File: config.mk
export PLATFORM = sky130hd
export DESIGN_NAME = regfile_wb_sched
export DESIGN_NICKNAME = d
export VERILOG_FILES = /design/src/rtl/regfile_wb_sched.sv
export SDC_FILE = /design/constraint.sdc
export NUM_CORES = 1
export LEC_CHECK = 0
export ABC_AREA = 0
export CAP_MARGIN = 20
export CORE_UTILIZATION = 30
export CTS_BUF_LIST = sky130_fd_sc_hd__clkbuf_4
export DETAILED_ROUTE_END_ITERATION = 6
export SYNTH_ARGS = -nofsm -noshare
export SYNTH_HDL_FRONTEND = slang
export SYNTH_SLANG_ARGS = --single-unit
File: constraint.sdc
create_clock -name clk_in -period 4.55 [get_ports clk_in]
set_clock_uncertainty 0.2 [all_clocks]
set_input_delay 0.455 -clock clk_in [delete_from_list [all_inputs] [get_ports clk_in]]
set_output_delay 0.455 -clock clk_in [all_outputs]
set_load 0.05 [all_outputs]
File: src/rtl/regfile_wb_sched.sv
// Commit write-back scheduler: buffers up to two in-order commits per cycle and drains one
// register-file write per cycle. Optional forwarding lookup is enabled by WB_SCHED_FWD_EN.
`ifndef ROB_WIDTH_BIT
`define ROB_WIDTH_BIT 4
`endif

module regfile_wb_sched #(
  parameter int DEPTH = 4
) (
  input  logic                      clk_in,
  input  logic                      rst_n_in,
  input  logic                      rdy_in,
  input  logic                      clear_flag,
  input  logic                      cmt_a_valid,
  input  logic [4:0]                cmt_a_reg,
  input  logic [`ROB_WIDTH_BIT-1:0] cmt_a_rob,
  input  logic [31:0]               cmt_a_val,
  input  logic                      cmt_b_valid,
  input  logic [4:0]                cmt_b_reg,
  input  logic [`ROB_WIDTH_BIT-1:0] cmt_b_rob,
  input  logic [31:0]               cmt_b_val,
  output logic                      cmt_ready,
  output logic [4:0]                write_reg_id,
  output logic [`ROB_WIDTH_BIT-1:0] write_ROB_id,
  output logic [31:0]               write_val,
  input  logic [4:0]                fwd_reg_id,
  output logic                      fwd_hit,
  output logic [31:0]               fwd_val,
  output logic [$clog2(DEPTH):0]    occupancy
);

  localparam int PW = $clog2(DEPTH);
  localparam int CW = PW + 1;
  localparam int RW = `ROB_WIDTH_BIT;

  logic [4:0]    ent_reg_r [DEPTH];
  logic [RW-1:0] ent_rob_r [DEPTH];
  logic [31:0]   ent_val_r [DEPTH];
  logic [PW-1:0] head_r;
  logic [PW-1:0] tail_r;
  logic [CW-1:0] count_r;

  logic          keep_a_s;
  logic          keep_b_s;
  logic          enq_s;
  logic          drain_s;
  logic [CW-1:0] kept_s;
  logic [PW-1:0] slot_b_s;

  // Admission and drain decisions, all from registered occupancy.
  always_comb begin
    keep_a_s  = cmt_a_valid && (cmt_a_reg != 5'd0);
    keep_b_s  = cmt_b_valid && (cmt_b_reg != 5'd0);
    cmt_ready = rdy_in && (count_r <= CW'(DEPTH - 2));
    enq_s     = cmt_ready;
    drain_s   = rdy_in && !clear_flag && (count_r != {CW{1'b0}});
    if (enq_s) begin
      kept_s = CW'(keep_a_s) + CW'(keep_b_s);
    end else begin
      kept_s = {CW{1'b0}};
    end
    // B lands right behind A, or at tail when A was dropped or absent.
    if (keep_a_s) begin
      slot_b_s = tail_r + PW'(1'b1);
    end else begin
      slot_b_s = tail_r;
    end
  end

  // Write port shows the head entry only in cycles where it is actually written.
  always_comb begin
    if (drain_s) begin
      write_reg_id = ent_reg_r[head_r];
      write_ROB_id = ent_rob_r[head_r];
      write_val    = ent_val_r[head_r];
    end else begin
      write_reg_id = 5'd0;
      write_ROB_id = {RW{1'b0}};
      write_val    = 32'd0;
    end
  end

  // FIFO storage, pointers and entry count.
  always_ff @(posedge clk_in or negedge rst_n_in) begin
    if (!rst_n_in) begin
      head_r  <= {PW{1'b0}};
      tail_r  <= {PW{1'b0}};
      count_r <= {CW{1'b0}};
      for (int i = 0; i < DEPTH; i++) begin
        ent_reg_r[i] <= 5'd0;
        ent_rob_r[i] <= {RW{1'b0}};
        ent_val_r[i] <= 32'd0;
      end
    end else begin
      if (enq_s && keep_a_s) begin
        ent_reg_r[tail_r] <= cmt_a_reg;
        ent_rob_r[tail_r] <= cmt_a_rob;
        ent_val_r[tail_r] <= cmt_a_val;
      end
      if (enq_s && keep_b_s) begin
        ent_reg_r[slot_b_s] <= cmt_b_reg;
        ent_rob_r[slot_b_s] <= cmt_b_rob;
        ent_val_r[slot_b_s] <= cmt_b_val;
      end
      tail_r <= tail_r + kept_s[PW-1:0];
      if (drain_s) begin
        head_r <= head_r + PW'(1'b1);
      end
      count_r <= count_r + kept_s - CW'(drain_s);
    end
  end

  assign occupancy = count_r;

`ifdef WB_SCHED_FWD_EN
  logic [PW-1:0] fwd_idx_s;

  // Walk from oldest to youngest so the last match (closest to tail) wins.
  always_comb begin
    fwd_hit   = 1'b0;
    fwd_val   = 32'd0;
    fwd_idx_s = head_r;
    for (int i = 0; i < DEPTH; i++) begin
      fwd_idx_s = head_r + PW'(i);
      if ((CW'(i) < count_r) && (fwd_reg_id != 5'd0) && (ent_reg_r[fwd_idx_s] == fwd_reg_id)) begin
        fwd_hit = 1'b1;
        fwd_val = ent_val_r[fwd_idx_s];
      end else begin
        fwd_hit = fwd_hit;
        fwd_val = fwd_val;
      end
    end
  end
`else
  logic unused_fwd_s;

  assign unused_fwd_s = ^fwd_reg_id;
  assign fwd_hit      = 1'b0;
  assign fwd_val      = 32'd0;
`endif

endmodule

### After elaboration in Yosys (flattened, before gate mapping)

Cells that the tools add are included.

| storage, ports and cells | value |
|---|---|
| bits in registers | 171 |
| input bits | 93 |
| output and inout port bits | 78 |
| logic and storage cells | 81 |

| cells by class | value |
|---|---|
| add/sub/neg operators | 6 |
| order comparisons | 6 |
| multiplexer cells | 38 |
| bitwise logic cells | 3 |
| reductions and logical operators | 13 |

Operator list:

| operator | number |
|---|---|
| $bwmux 128 | 2 |
| $mux 128 | 2 |
| $mux 32 | 5 |
| $demux 32 s2 | 2 |
| $bmux 32 s2 | 1 |
| $bwmux 20 | 2 |
| $mux 20 | 2 |
| $bwmux 16 | 2 |
| $mux 16 | 2 |
| $mux 5 | 5 |
| $demux 5 s2 | 2 |
| $mux 4 | 5 |
| $demux 4 s2 | 2 |
| $bmux 5 s2 | 1 |
| $reduce_bool 5->1 | 2 |
| $ge 3x3->1 const B | 3 |
| $logic_and 1x1->1 | 9 |
| $not 2->3 | 3 |
| $bmux 4 s2 | 1 |
| $lt 3x1->1 const B | 2 |
| $add 2x1->2 const B | 2 |
| $mux 2 | 2 |
| $add 3x2->3 | 1 |
| $le 3x2->1 const B | 1 |
| 5 further kinds | 5 |

### Logic depth before layout (Yosys ltp)

Gate-level depths: netlist of the first run.

| depth | value |
|---|---|
| depth in word-level cells | 10 |
| depth in mapped cells | 11 |
| depth with buffers taken out | 11 |

### Worst setup path before layout of the first run

No wires, ideal clock.

| path | value |
|---|---|
| path type | register to register |
| start | register count_r[2], in the netlist occupancy[2] |
| end | register count_r[2], in the netlist occupancy[2] |
| library setup time | 142 ps |
| arrival | 2,789 ps |
| required time | 4,208 ps |
| setup slack | 1,419 ps |
| cell stages (with the launch flop) | 11 |
| path buffers | 0 |
| period minus slack after synthesis | 3,131 ps |
| cell sequence | dfrtp_1 -> nor2b_1 -> and2_1 -> nand2_1 -> ha_1 -> inv_1 -> ha_1 -> inv_1 -> fa_1 -> xor2_1 -> xnor2_1 |

| between the ends | value |
|---|---|
| word-level cells in the longest chain between the ends | 5 |
| elaborated cells between the ends (all ways) | 7 |
| those cells by class | add/sub: 2; order compare: 1; mux: 1; reduce/logical: 3 |

Ends and longest elaborated chain:

| item | RTL line | RTL |
|---|---|---|
| start, declared | 41 | `logic [CW-1:0] count_r;` |
| start signal, assigned | 88 | `count_r <= {CW{1'b0}};` |
| start signal, assigned | 109 | `count_r <= count_r + kept_s - CW'(drain_s);` |
| $le 3x2->1 | 54 | `cmt_ready = rdy_in && (count_r <= CW'(DEPTH - 2));` |
| $logic_and 1x1->1 | 54 |  |
| net cmt_ready | 22 | `output logic cmt_ready,` |
| $mux 2 | 57 | `if (enq_s) begin` |
| $add 3x2->3 | 109 |  |
| $sub 3x1->3 | 109 |  |

The timed path passes the listed nets, and every way through them passes these cells.
A chain may end at the register's enable or synchronous reset.

### Worst setup path in the final report of the first run

| path | value |
|---|---|
| start | register head_r[0] |
| end | output port write_val[19] |

| between the ends | value |
|---|---|
| word-level cells in the longest chain between the ends | 5 |

Ends and longest elaborated chain:

| item | RTL line | RTL |
|---|---|---|
| start, declared | 39 | `logic [PW-1:0] head_r;` |
| start signal, assigned | 86 | `head_r <= {PW{1'b0}};` |
| start signal, assigned | 107 | `head_r <= head_r + PW'(1'b1);` |
| $not 2->3 (not written as such) | 75 | `write_val = ent_val_r[head_r];` |
| $bmux 32 s2 | 75 |  |
| $mux 32 (not written as such) (2 in a row) | 75 |  |
| $mux 32 | 72 | `if (drain_s) begin` |
| end, declared | 25 | `output logic [31:0] write_val,` |

No other way between the ends. The select of a mux whose other input is x is not followed.

==> summary.md, run 1 <==
| Metric | Value |
|---|---|
| Outcome | finished with violations |
| Failing checks | DRC |
| Sinks on Clock Net | 171 |
| Iteration-0 DRC Markers | 1512 |
| Starting Density | 0.3059 |
| Most frequent cells in the layout | dfrtp_1 (169), nand3_1 (164), a211oi_1 (164), a31oi_1 (164), o21ai_0 (134) |
| Via/cell ratio | 6.366 |
| R2R Setup Slk | 1.56 ns |
| Hold Fails Final Rpt | 0 |
| Minimum clock period | 3.882 ns |
| Reg2reg start | tail_r[0] |
| Post-synthesis adder-cell area fraction | 0.01213 |
| CTS Buf Count | 17 |
| Commonest non-fill, non-tap cell in the layout | dfrtp_1 |
| Fill cells | 3654 |
| Ys flop type | dfrtp_1 |
| Rel. slew slack | 0.3347 |
| Worst Setup SP | head_r[0] |
| Compound-Gate Fraction of Synth Area | 0.2979 |
| Dpl hpwl | 23390 um |
| Crit path max fanout | 28 |
| Nature of the critical path startpoint | flip-flop |
| Clock latency on the worst-skew pair | 0.58 ns |
| Worst r2r path cells | 6 |
| Setup-failing EPs final | 0 |
| Synth Area in Simple Gates | 0.1089 |
| Row count | 69 |
| Final Max Slew Viols | 0 |
| RSZ-0062 raised after global routing | false |
| Vias in the first global route | 10.92k |
| Clock root cell | clkbuf_4 |
| Nets@finish | 1296 |
| GRT Overall Usage | 0.2324 |
| Max_cap viols | 0 |
| Synth Warn # | 0 |
| Mux contribution to synthesized area | 0.08445 |
| Crit path to | write_val[19] |
| Synth unique cells | 38 |
| Antenna violations before repair | 3 |
| Pin count of the biggest net entering global routing | 165 |
| CTS HTree Levels | 4 |
| Seq/Total Area, Yosys | 0.3913 |
| Mean routed wirelength per cell | 25.49 um |
| CP Class | reg -> out |
| Post-synth EDFFs | 0 |
| Routed WL | 42520 um |
| Final period util | 0.8533 |
| Setup TNS | 0 ns |
| R2R Path End | ent_rob_r[13] |
| CORE AREA | 35740 um^2 |
| Xor/xnor cell area share of the yosys netlist | 0.004806 |
| Top cells by area, synth | dfrtp_1 (39%), a211oi_1 (11%), a31oi_1 (9.4%), mux4_2 (8.4%), nand3_1 (7.5%) |
| Hold Path Class | in -> async |
| Post-DRT Antenna Nets | 0 |
| Max clock buf depth | 2 |
| Worst slew pin tran | 0.9969 ns |
| Share of post-route cells with drive strength above 1 | 0.1095 |
| IO buf count | 132 |
| Peak Freq | 257.6 MHz |
| Total congestion overflow | 0 |
| Crit path DAT | 3.23 ns |
| Mapped Area | 10930 um^2 |
| Gate Count Post-Synth | 1164 |
| Via count | 10.62k |
| Detailed Routing Iterations Pass 1 | 7 |
| Main combinational cell family by area after synthesis | compound AO/OA/AOI/OAI gates |
| Die height | 192.9 um |
| CTS tree | yes |
| Gpl congestion | 0.7898 |
| Post CTS Setup Buffer Count | 0 |
| Data required, critical path | 3.89 ns |
| Crit. End Element | primary output |
| Synth Register Bits | 171 |
| I/O Pins | 171 |
| Ys async rst share | 1.000 |
| P&R area growth vs syn | 15.96% |
| Drc violations | 6 |
| Chip Width | 192.9 um |
| Top-area cell type share of the netlist area | 0.3913 |
| Peak supply drop | 0.4209 mV |
| PwrDens | 662.3 nW/um^2 |
| Post-Place Cell Area | 12390 um^2 |
| First-pass GRT wire length | 65870 um |
| Dominant cell type by area after synthesis | dfrtp_1 |
| Number of gates resized after cts | 0 |
| Final std cell area, no fill | 12680 um^2 |
| Die Footprint | 37210 um^2 |
| Mean Syn Cell Area | 9.394 um^2 |
| Clock-pin slew on the worst setup and hold paths | 0.14 ns |
| Leakage | 4.188 nW |
cells by family after synthesis:
kind of cell	count (synthesis)
AND/OR/NAND/NOR	224
buffers and inverters	202
XOR/XNOR	6
adder cells (fa/ha/maj)	10
flip-flops	171
AO/OA/AOI/OAI	509
other	1
multiplexers	41
through the flow:
step,instances,total power (W),setup WS (ns),util,hold WS (ns)
2_1_floorplan,1196,0.005850,1.419,-,-0.04059
3_3_place_gp,1634,0.007331,0.6573,0.3466,0.3223
3_5_place_dp,1634,0.007431,0.6501,0.3466,0.3196
4_1_cts,1666,0.008350,0.5873,0.3546,0.2940
5_1_grt,1668,0.008871,0.4887,0.3548,0.3009
6_report,1668,0.008398,0.6675,0.3548,0.2785
power by group:
| group | internal (W) | total, W | switching (W) |
|---|---|---|---|
| sequential | 0.00228 | 0.00283 | 0.000544 |
| clock | 0.000334 | 0.000920 | 0.000586 |
| combinational | 0.00170 | 0.00465 | 0.00295 |
| total | 0.00432 | 0.00840 | 0.00408 |
layer usage:
layer	global-route usage	part of all wire
met1	0.3067	0.39
met4	0.1010	0.034
met2	0.3641	0.47
met3	0.05237	0.098
met5	0	0.00031
cell usage after synthesis, types with 2 or more instances:
library cell / count
a211oi_1: 164
a21o_1: 4
a31oi_1: 164
a41oi_1: 4
and2_1: 42
buf_1: 7
buf_2: 68
buf_4: 43
buf_6: 12
clkbuf_1: 61
dfrtp_1: 171
ha_1: 9
inv_1: 11
mux4_2: 41
nand2_1: 5
nand3_1: 164
nor2_1: 2
nor3_1: 2
nor3b_1: 3
o2111ai_2: 3
o21ai_0: 134
o21ai_1: 30
xnor2_1: 3
xor2_1: 3
worst min-delay path by stage:
stage / from / endpoint / slack [ns] / cells past startpoint
finish: rst_n_in / occupancy[0] / 0.28 / 2
global route: rst_n_in / occupancy[0] / 0.30 / 2
CTS: rst_n_in / ent_val_r[11] / 0.29 / 2
detailed placement: occupancy[2] / occupancy[2] / 0.32 / 1
global placement: occupancy[2] / occupancy[2] / 0.32 / 1
floorplan: rst_n_in / ent_reg_r[0] / -0.04 / 0
worst max-delay path: stages (launching register included):
cell and delay [ns]:
dfrtp_4 0.86, buf_4 0.35, mux4_2 0.55, and2_1 0.18, clkdlybuf4s50_1 0.69
registers in the layout, indices dropped and copies added, names as in the netlist:
| register | cells |
|---|---|
| ent_rob_r | 16 |
| head_r | 2 |
| occupancy | 3 |
| ent_reg_r | 20 |
| ent_val_r | 128 |
| tail_r | 2 |
cell type report:
class | count | area [um^2] | share of cell area
diodes | 2 | 5.005 | 0.0003947
multi-input cells | 823 | 5819 | 0.4589
inverters | 11 | 41.29 | 0.003256
well taps | 461 | 576.8 | 0.04549
clock buffers | 18 | 135.1 | 0.01066
flip-flops and latches | 171 | 4284 | 0.3379
repair buffers | 169 | 1678 | 0.1323
clock inverters | 13 | 140.1 | 0.01105
timing repair:
action                                 CTS  global route
endpoints found under the hold margin   79             0
setup endpoints to repair                0             0
hold buffers                             1             0
Note: power is estimated with default switching activity, not from simulation.
==> run 2, diff against run 1 <==
--- a/config.mk
+++ b/config.mk
@@ -10,6 +10,7 @@
 export CORE_UTILIZATION = 30
 export CTS_BUF_LIST = sky130_fd_sc_hd__clkbuf_4
 export DETAILED_ROUTE_END_ITERATION = 6
+export DONT_BUFFER_PORTS = 1
 export SYNTH_ARGS = -nofsm -noshare
 export SYNTH_HDL_FRONTEND = slang
 export SYNTH_SLANG_ARGS = --single-unit
==> run 2 against run 1 <==
  * The run still ends with DRC left
  * Global-route usage increased by 0.57 points
  * Sequential share of layout area increased by 0.34 points
  * Clock-buffer cell count unchanged
  * Register-to-register slack got worse by 0.75 ns
  * Core utilization decreased by 0.35 points
  * Worst hold slack got worse by 0.15 ns
  * Setup slack improved by 0.15 ns
  * Critical path type is now reg -> reg
  * Routed wire length increased by 4.6%
  * Final area decreased by 1.0%
  * Power increased by 2.0%
  * First-iteration DRC count decreased by 6.2%
  * Critical endpoint is now ent_val_r[92]
==> summary.md, run 2 (same netlist as run 1, synthesis figures left out) <==
| Metric | Value |
|---|---|
| Outcome | finished with violations (unchanged) |
| Failing checks | DRC (unchanged) |
| Via count | 10.69k (was 10.62k) |
| Hold bufs inserted after CTS | 125 (was 1) |
| Hold Slack | 0.1319 ns (was 0.2785 ns) |
| Post-DRT Antenna Nets | 0 (unchanged) |
| Crit path max fanout | 42 (was 28) |
| Clock root cell | clkbuf_4 (unchanged) |
| Rel. slew slack | 0.2281 (was 0.3347) |
| Pin count of the biggest net entering global routing | 172 (was 165) |
| R2R Path End | ent_val_r[92] (was ent_rob_r[13]) |
| Final period util | 0.8210 (was 0.8533) |
| Nature of the critical path startpoint | flip-flop (unchanged) |
| RSZ-0062 raised after global routing | false (unchanged) |
| Gpl congestion | 0.7737 (was 0.7898) |
| Die Footprint | 37210 um^2 (unchanged) |
| Sinks on Clock Net | 171 (unchanged) |
| Drc violations | 6 (unchanged) |
| Hold Fails Final Rpt | 0 (unchanged) |
| CTS Buf Count | 17 (unchanged) |
| Worst Setup SP | tail_r[1] (was head_r[0]) |
| CTS HTree Levels | 4 (unchanged) |
| CTS tree | yes (unchanged) |
| Routed WL | 44460 um (was 42520 um) |
| Crit path DAT | 4.02 ns (was 3.23 ns) |
| Detailed Routing Iterations Pass 1 | 7 (unchanged) |
| PwrDens | 682.2 nW/um^2 (was 662.3 nW/um^2) |
| Setup TNS | 0 ns (unchanged) |
| Nets@finish | 1281 (was 1296) |
| Total congestion overflow | 0 (unchanged) |
| I/O Pins | 171 (unchanged) |
| Clock latency on the worst-skew pair | 0.59 ns (was 0.58 ns) |
| Post CTS Setup Buffer Count | 0 (unchanged) |
| Share of post-route cells with drive strength above 1 | 0.1058 (was 0.1095) |
| Seq. cell area | 4284 um^2 (unchanged) |
| Max reg flops | 128 (unchanged) |
| Crit path to | ent_val_r[92] (was write_val[19]) |
| Starting Density | 0.3059 (unchanged) |
| Clock-pin slew on the worst setup and hold paths | 0.16 ns (was 0.14 ns) |
| Largest registers | ent_val_r: 128 flops, ent_reg_r: 20 flops, ent_rob_r: 16 flops (unchanged) |
| Peak supply drop | 0.4309 mV (was 0.4209 mV) |
| Setup-failing EPs final | 0 (unchanged) |
| Die height | 192.9 um (unchanged) |
| Antenna violations before repair | 1 (was 3) |
| Final Max Slew Viols | 0 (unchanged) |
| Iteration-0 DRC Markers | 1418 (was 1512) |
| Number of gates resized after cts | 0 (unchanged) |
| Vias in the first global route | 10.89k (was 10.92k) |
| Minimum clock period | 3.735 ns (was 3.882 ns) |
| Footprint of the multi-input gates | 5819 um^2 (unchanged) |
| Max clock buf depth | 2 (unchanged) |
| GRT Overall Usage | 0.2382 (was 0.2324) |
| IO buf count | 0 (was 132) |
| CP Class | reg -> reg (was reg -> out) |
| R2R Setup Slk | 0.81 ns (was 1.56 ns) |
| Biggest register | ent_val_r (unchanged) |
| Dpl hpwl | 22130 um (was 23390 um) |
| Max_cap viols | 0 (unchanged) |
| P&R area growth vs syn | 14.81% (was 15.96%) |
| First-pass GRT wire length | 66800 um (was 65870 um) |
| Via/cell ratio | 6.466 (was 6.366) |
| Row count | 69 (unchanged) |
| Data required, critical path | 4.83 ns (was 3.89 ns) |
| Worst r2r path cells | 7 (was 6) |
| Mean routed wirelength per cell | 26.90 um (was 25.49 um) |
| CORE AREA | 35740 um^2 (unchanged) |
| Leakage | 4.198 nW (was 4.188 nW) |
| Most frequent cells in the layout | dfrtp_1 (169), nand3_1 (164), a211oi_1 (164), a31oi_1 (164), o21ai_0 (134) (unchanged) |
| Worst slew pin tran | 1.158 ns (was 0.9969 ns) |
| Reg2reg start | tail_r[1] (was tail_r[0]) |
| Commonest non-fill, non-tap cell in the layout | dfrtp_1 (unchanged) |
| Hold Path Class | in -> reg (was in -> async) |
| Tot Pwr | 0.008564 W (was 0.008398 W) |
| Crit. End Element | flip-flop (was primary output) |
| Fill cells | 3634 (was 3654) |
| Chip Width | 192.9 um (unchanged) |
| Peak Freq | 267.7 MHz (was 257.6 MHz) |
-- run 2: worst min-delay path by stage --
| stage | start | endpoint | depth (start not counted) |
|---|---|---|---|
| after floorplan | rst_n_in | ent_reg_r[0] | 0 |
| after global placement | rst_n_in | ent_val_r[3] | 0 |
| after detailed placement | rst_n_in | ent_val_r[99] | 0 |
| after CTS | cmt_b_valid | tail_r[1] | 4 |
| after global routing | cmt_b_valid | tail_r[1] | 4 |
| final | cmt_b_valid | tail_r[1] | 4 |
-- run 2: layout make-up --
cell class / instances / area share
clock inverter: 14 / 0.01356
clock buffer: 18 / 0.01076
tap: 461 / 0.04595
timing repair buffer: 154 / 0.1214
multi-input combinational: 823 / 0.4636
sequential: 171 / 0.3413
antenna: 1 / 0.0001993
inverter: 11 / 0.003289
-- run 2: metal layers --
layer,vias up,routed length [um],GRT usage
met5,-,0,0
met4,0,1367,0.09225
met3,120,4695,0.05692
met2,758,21760,0.3965
met1,5323,16640,0.2970
li1,4487,-,-
-- run 2: where the power goes --
part	switching (W)	internal [W]	total (W)
registers	0.000631	0.00228	0.00291
clock network	0.000609	0.000390	0.000999
logic	0.00290	0.00175	0.00465
total	0.00414	0.00442	0.00856
-- run 2: worst max-delay path, cell delays in order, from the launching register on --
cell	delay (ns)
dfrtp_1	0.62
inv_1	0.24
a41oi_4	0.20
buf_4	0.60
a21o_2	0.51
buf_4	0.50
a31oi_1	0.14
dlygate4sd3_1	0.58
-- run 2: stage by stage --
stage | setup WS (ns) | instance area [um^2] | util | std cells
2_1_floorplan | 1.419 | 11050 | - | 1196
3_3_place_gp | 1.128 | 10980 | 0.3071 | 1495
3_5_place_dp | 1.154 | 10980 | 0.3071 | 1495
4_1_cts | 0.9205 | 12550 | 0.3512 | 1652
5_1_grt | 0.6547 | 12550 | 0.3512 | 1653
6_report | 0.8145 | 12550 | 0.3512 | 1653
==> run 3, diff against run 2 <==
==> constraint.sdc (replaced) <==
create_clock -name clk_in -period 3.55 [get_ports clk_in]
set_clock_uncertainty 0.2 [all_clocks]
set_input_delay 0.355 -clock clk_in [delete_from_list [all_inputs] [get_ports clk_in]]
set_output_delay 0.355 -clock clk_in [all_outputs]
set_load 0.05 [all_outputs]
==> run 3 against run 2 <==
  * Power is 32% higher
  * Setup slack worse by 0.74 ns
  * Core utilization up 0.79 points
  * Routed wire length up 2.7%
  * Die area unchanged
  * Critical endpoint is now ent_val_r[27]
  * Final cell count is 1.1% higher
  * Flip-flop and latch count unchanged
  * Sequential power increased by 23%
  * Maximum frequency rose by 7.6%
  * Register-to-register slack got worse by 0.74 ns
  * The run ends with DRC, hold timing left
  * Non-clock buffer count grew 17
  * Clock power up 42%
==> summary.md, run 3 (same netlist as run 1, synthesis figures left out) <==
| Metric | Value |
|---|---|
| Outcome | finished with violations (unchanged) |
| Failing checks | DRC, hold timing (was DRC) |
| Crit path max fanout | 27 (was 42) |
| Total congestion overflow | 0 (unchanged) |
| Hold Slack | -0.7939 ns (was 0.1319 ns) |
| Vias in the first global route | 11.07k (was 10.89k) |
| Mean routed wirelength per cell | 27.32 um (was 26.90 um) |
| Iteration-0 DRC Markers | 1424 (was 1418) |
| Die height | 192.9 um (unchanged) |
| PwrDens | 881.8 nW/um^2 (was 682.2 nW/um^2) |
| Data required, critical path | 3.85 ns (was 4.83 ns) |
| Dpl hpwl | 23300 um (was 22130 um) |
| Post-DRT Antenna Nets | 0 (unchanged) |
| Peak supply drop | 0.5038 mV (was 0.4309 mV) |
| Fill cells | 3612 (was 3634) |
| Hold bufs inserted after CTS | 125 (unchanged) |
| Share of post-route cells with drive strength above 1 | 0.1249 (was 0.1058) |
| GRT Overall Usage | 0.2414 (was 0.2382) |
| CTS Buf Count | 17 (unchanged) |
| Hold Path Class | in -> async (was in -> reg) |
| IO buf count | 0 (unchanged) |
| CTS HTree Levels | 4 (unchanged) |
| Detailed Routing Iterations Pass 1 | 7 (unchanged) |
| Max clock buf depth | 2 (unchanged) |
| Max_cap viols | 0 (unchanged) |
| Rel. slew slack | 0.3941 (was 0.2281) |
| Nature of the critical path startpoint | flip-flop (unchanged) |
| Worst r2r path cells | 7 (unchanged) |
| Chip Width | 192.9 um (unchanged) |
| Hold Fails Final Rpt | 171 (was 0) |
| Crit path DAT | 3.77 ns (was 4.02 ns) |
| Int Pwr | 0.005975 W (was 0.004423 W) |
| Row count | 69 (unchanged) |
| Clock latency on the worst-skew pair | 0.62 ns (was 0.59 ns) |
| Switching share of power | 0.4722 (was 0.4835) |
| Max reg flops | 128 (unchanged) |
| Minimum clock period | 3.472 ns (was 3.735 ns) |
| Final period util | 0.9779 (was 0.8210) |
| Most frequent cells in the layout | dfrtp_1 (168), nand3_1 (164), a211oi_1 (164), a31oi_1 (164), o21ai_0 (134) (was dfrtp_1 (169), nand3_1 (164), a211oi_1 (164), a31oi_1 (164), o21ai_0 (134)) |
| P&R area growth vs syn | 17.40% (was 14.81%) |
| Biggest register | ent_val_r (unchanged) |
| R2R Setup Slk | 0.08 ns (was 0.81 ns) |
| Reg power frac | 0.316 (was 0.340) |
| Leakage | 4.354 nW (was 4.198 nW) |
| Starting Density | 0.3059 (unchanged) |
| Largest registers | ent_val_r: 128 flops, ent_reg_r: 20 flops, ent_rob_r: 16 flops (unchanged) |
| Nets@finish | 1299 (was 1281) |
| Via/cell ratio | 6.531 (was 6.466) |
| Commonest non-fill, non-tap cell in the layout | dfrtp_1 (unchanged) |
| R2R Path End | ent_val_r[27] (was ent_val_r[92]) |
| Routed WL | 45680 um (was 44460 um) |
| Die Footprint | 37210 um^2 (unchanged) |
| CTS tree | yes (unchanged) |
| Crit. End Element | flip-flop (unchanged) |
| Sinks on Clock Net | 171 (unchanged) |
| Pin count of the biggest net entering global routing | 172 (unchanged) |
| Reported net switching power | 0.005346 W (was 0.004140 W) |
| Setup-failing EPs final | 0 (unchanged) |
| I/O Pins | 171 (unchanged) |
| CORE AREA | 35740 um^2 (unchanged) |
| Peak Freq | 288.0 MHz (was 267.7 MHz) |
| Clock root cell | clkbuf_4 (unchanged) |
| Gate power share | 0.559 (was 0.543) |
| Clock Power Share | 0.125 (was 0.117) |
| Via count | 10.92k (was 10.69k) |
| Final Core Density | 0.3592 (was 0.3512) |
| First-pass GRT wire length | 68010 um (was 66800 um) |
| Reg2reg start | tail_r[1] (unchanged) |
| Setup TNS | 0 ns (unchanged) |
| Antenna violations before repair | 2 (was 1) |
| Drc violations | 7 (was 6) |
| Worst slew pin tran | 0.9088 ns (was 1.158 ns) |
| RSZ-0062 raised after global routing | false (unchanged) |
| Gpl congestion | 0.7928 (was 0.7737) |
| Clock-pin slew on the worst setup and hold paths | 0.17 ns (was 0.16 ns) |
| CP Class | reg -> reg (unchanged) |
| Final Max Slew Viols | 0 (unchanged) |
==> run 3: changes by cell type in the layout (fill, tap and decap cells not counted), moves of 2 or more <==
| cell | delta |
|---|---|
| inv_6 | -3 |
| clkinv_2 | +2 |
| and2_1 | -7 |
| clkinvlp_4 | -2 |
| buf_12 | +9 |
| and2_2 | +7 |
| bufinv_16 | +2 |
| buf_4 | +8 |
==> run 3: per-layer routing <==
layer / global-route usage / vias up / share of wire
met2: 0.3846 / 830 / 0.48
met5: 0 / - / 0
li1: - / 4545 / -
met3: 0.05001 / 113 / 0.10
met4: 0.1016 / 0 / 0.028
met1: 0.3170 / 5431 / 0.39
==> run 3: metrics by stage <==
step	area (um^2)	power (W)	cells	setup WS [ns]	hold WS [ns]
after floorplan	11050	0.007498	1196	0.4191	-0.1406
after global placement	11220	0.009072	1512	0.5267	-0.1364
after detailed placement	11220	0.009194	1512	0.5761	-0.1333
after CTS	12810	0.01111	1669	0.01966	-0.8403
after global routing	12840	0.01184	1672	0.0006337	-0.8355
final	12840	0.01132	1672	0.07834	-0.7939
==> run 3: power by group through the flow <==
stage	registers, W	logic, W	clock network (W)
after floorplan	0.00332	0.00417	0
after global placement	0.00357	0.00550	0
after detailed placement	0.00359	0.00560	0
after CTS	0.00355	0.00613	0.00143
after global routing	0.00368	0.00665	0.00151
final	0.00358	0.00632	0.00142
==> run 3: worst max-delay path: stages (launching register included) <==
cell and delay [ns]:
dfrtp_1 0.64, inv_1 0.25, ha_2 0.46, o2111ai_4 0.38, buf_4 0.45, a211oi_1 0.30, a31oi_1 0.08, dlygate4sd3_1 0.58
==> run 3: layout make-up <==
class	count	area, um^2	share of cell area
Tap cell	461	576.8	0.04493
Inverter	11	41.29	0.003216
Antenna cell	2	5.005	0.0003899
Clock buffer	19	142.6	0.01111
Clock inverter	13	198.9	0.01550
Multi-Input combinational cell	824	5841	0.4550
Timing Repair Buffer	171	1747	0.1361
Sequential cell	171	4285	0.3338
==> run 3: worst max-delay path by stage <==
stage            startpoint             to  slack, ns
5_1_grt           tail_r[1]   ent_rob_r[1]     0.0006
6_report          tail_r[1]  ent_val_r[27]       0.08
2_1_floorplan  occupancy[2]   occupancy[2]       0.42
3_5_place_dp   cmt_b_reg[1]   occupancy[2]       0.58
4_1_cts        occupancy[2]  write_val[20]       0.02
3_3_place_gp   cmt_b_reg[1]   occupancy[2]       0.53
==> run 3: repair_timing <==
item	4_1_cts	5_1_grt
endpoints found under the hold margin	337	171
setup endpoints to repair	0	43
buffers inserted	0	0
resized for setup	0	8
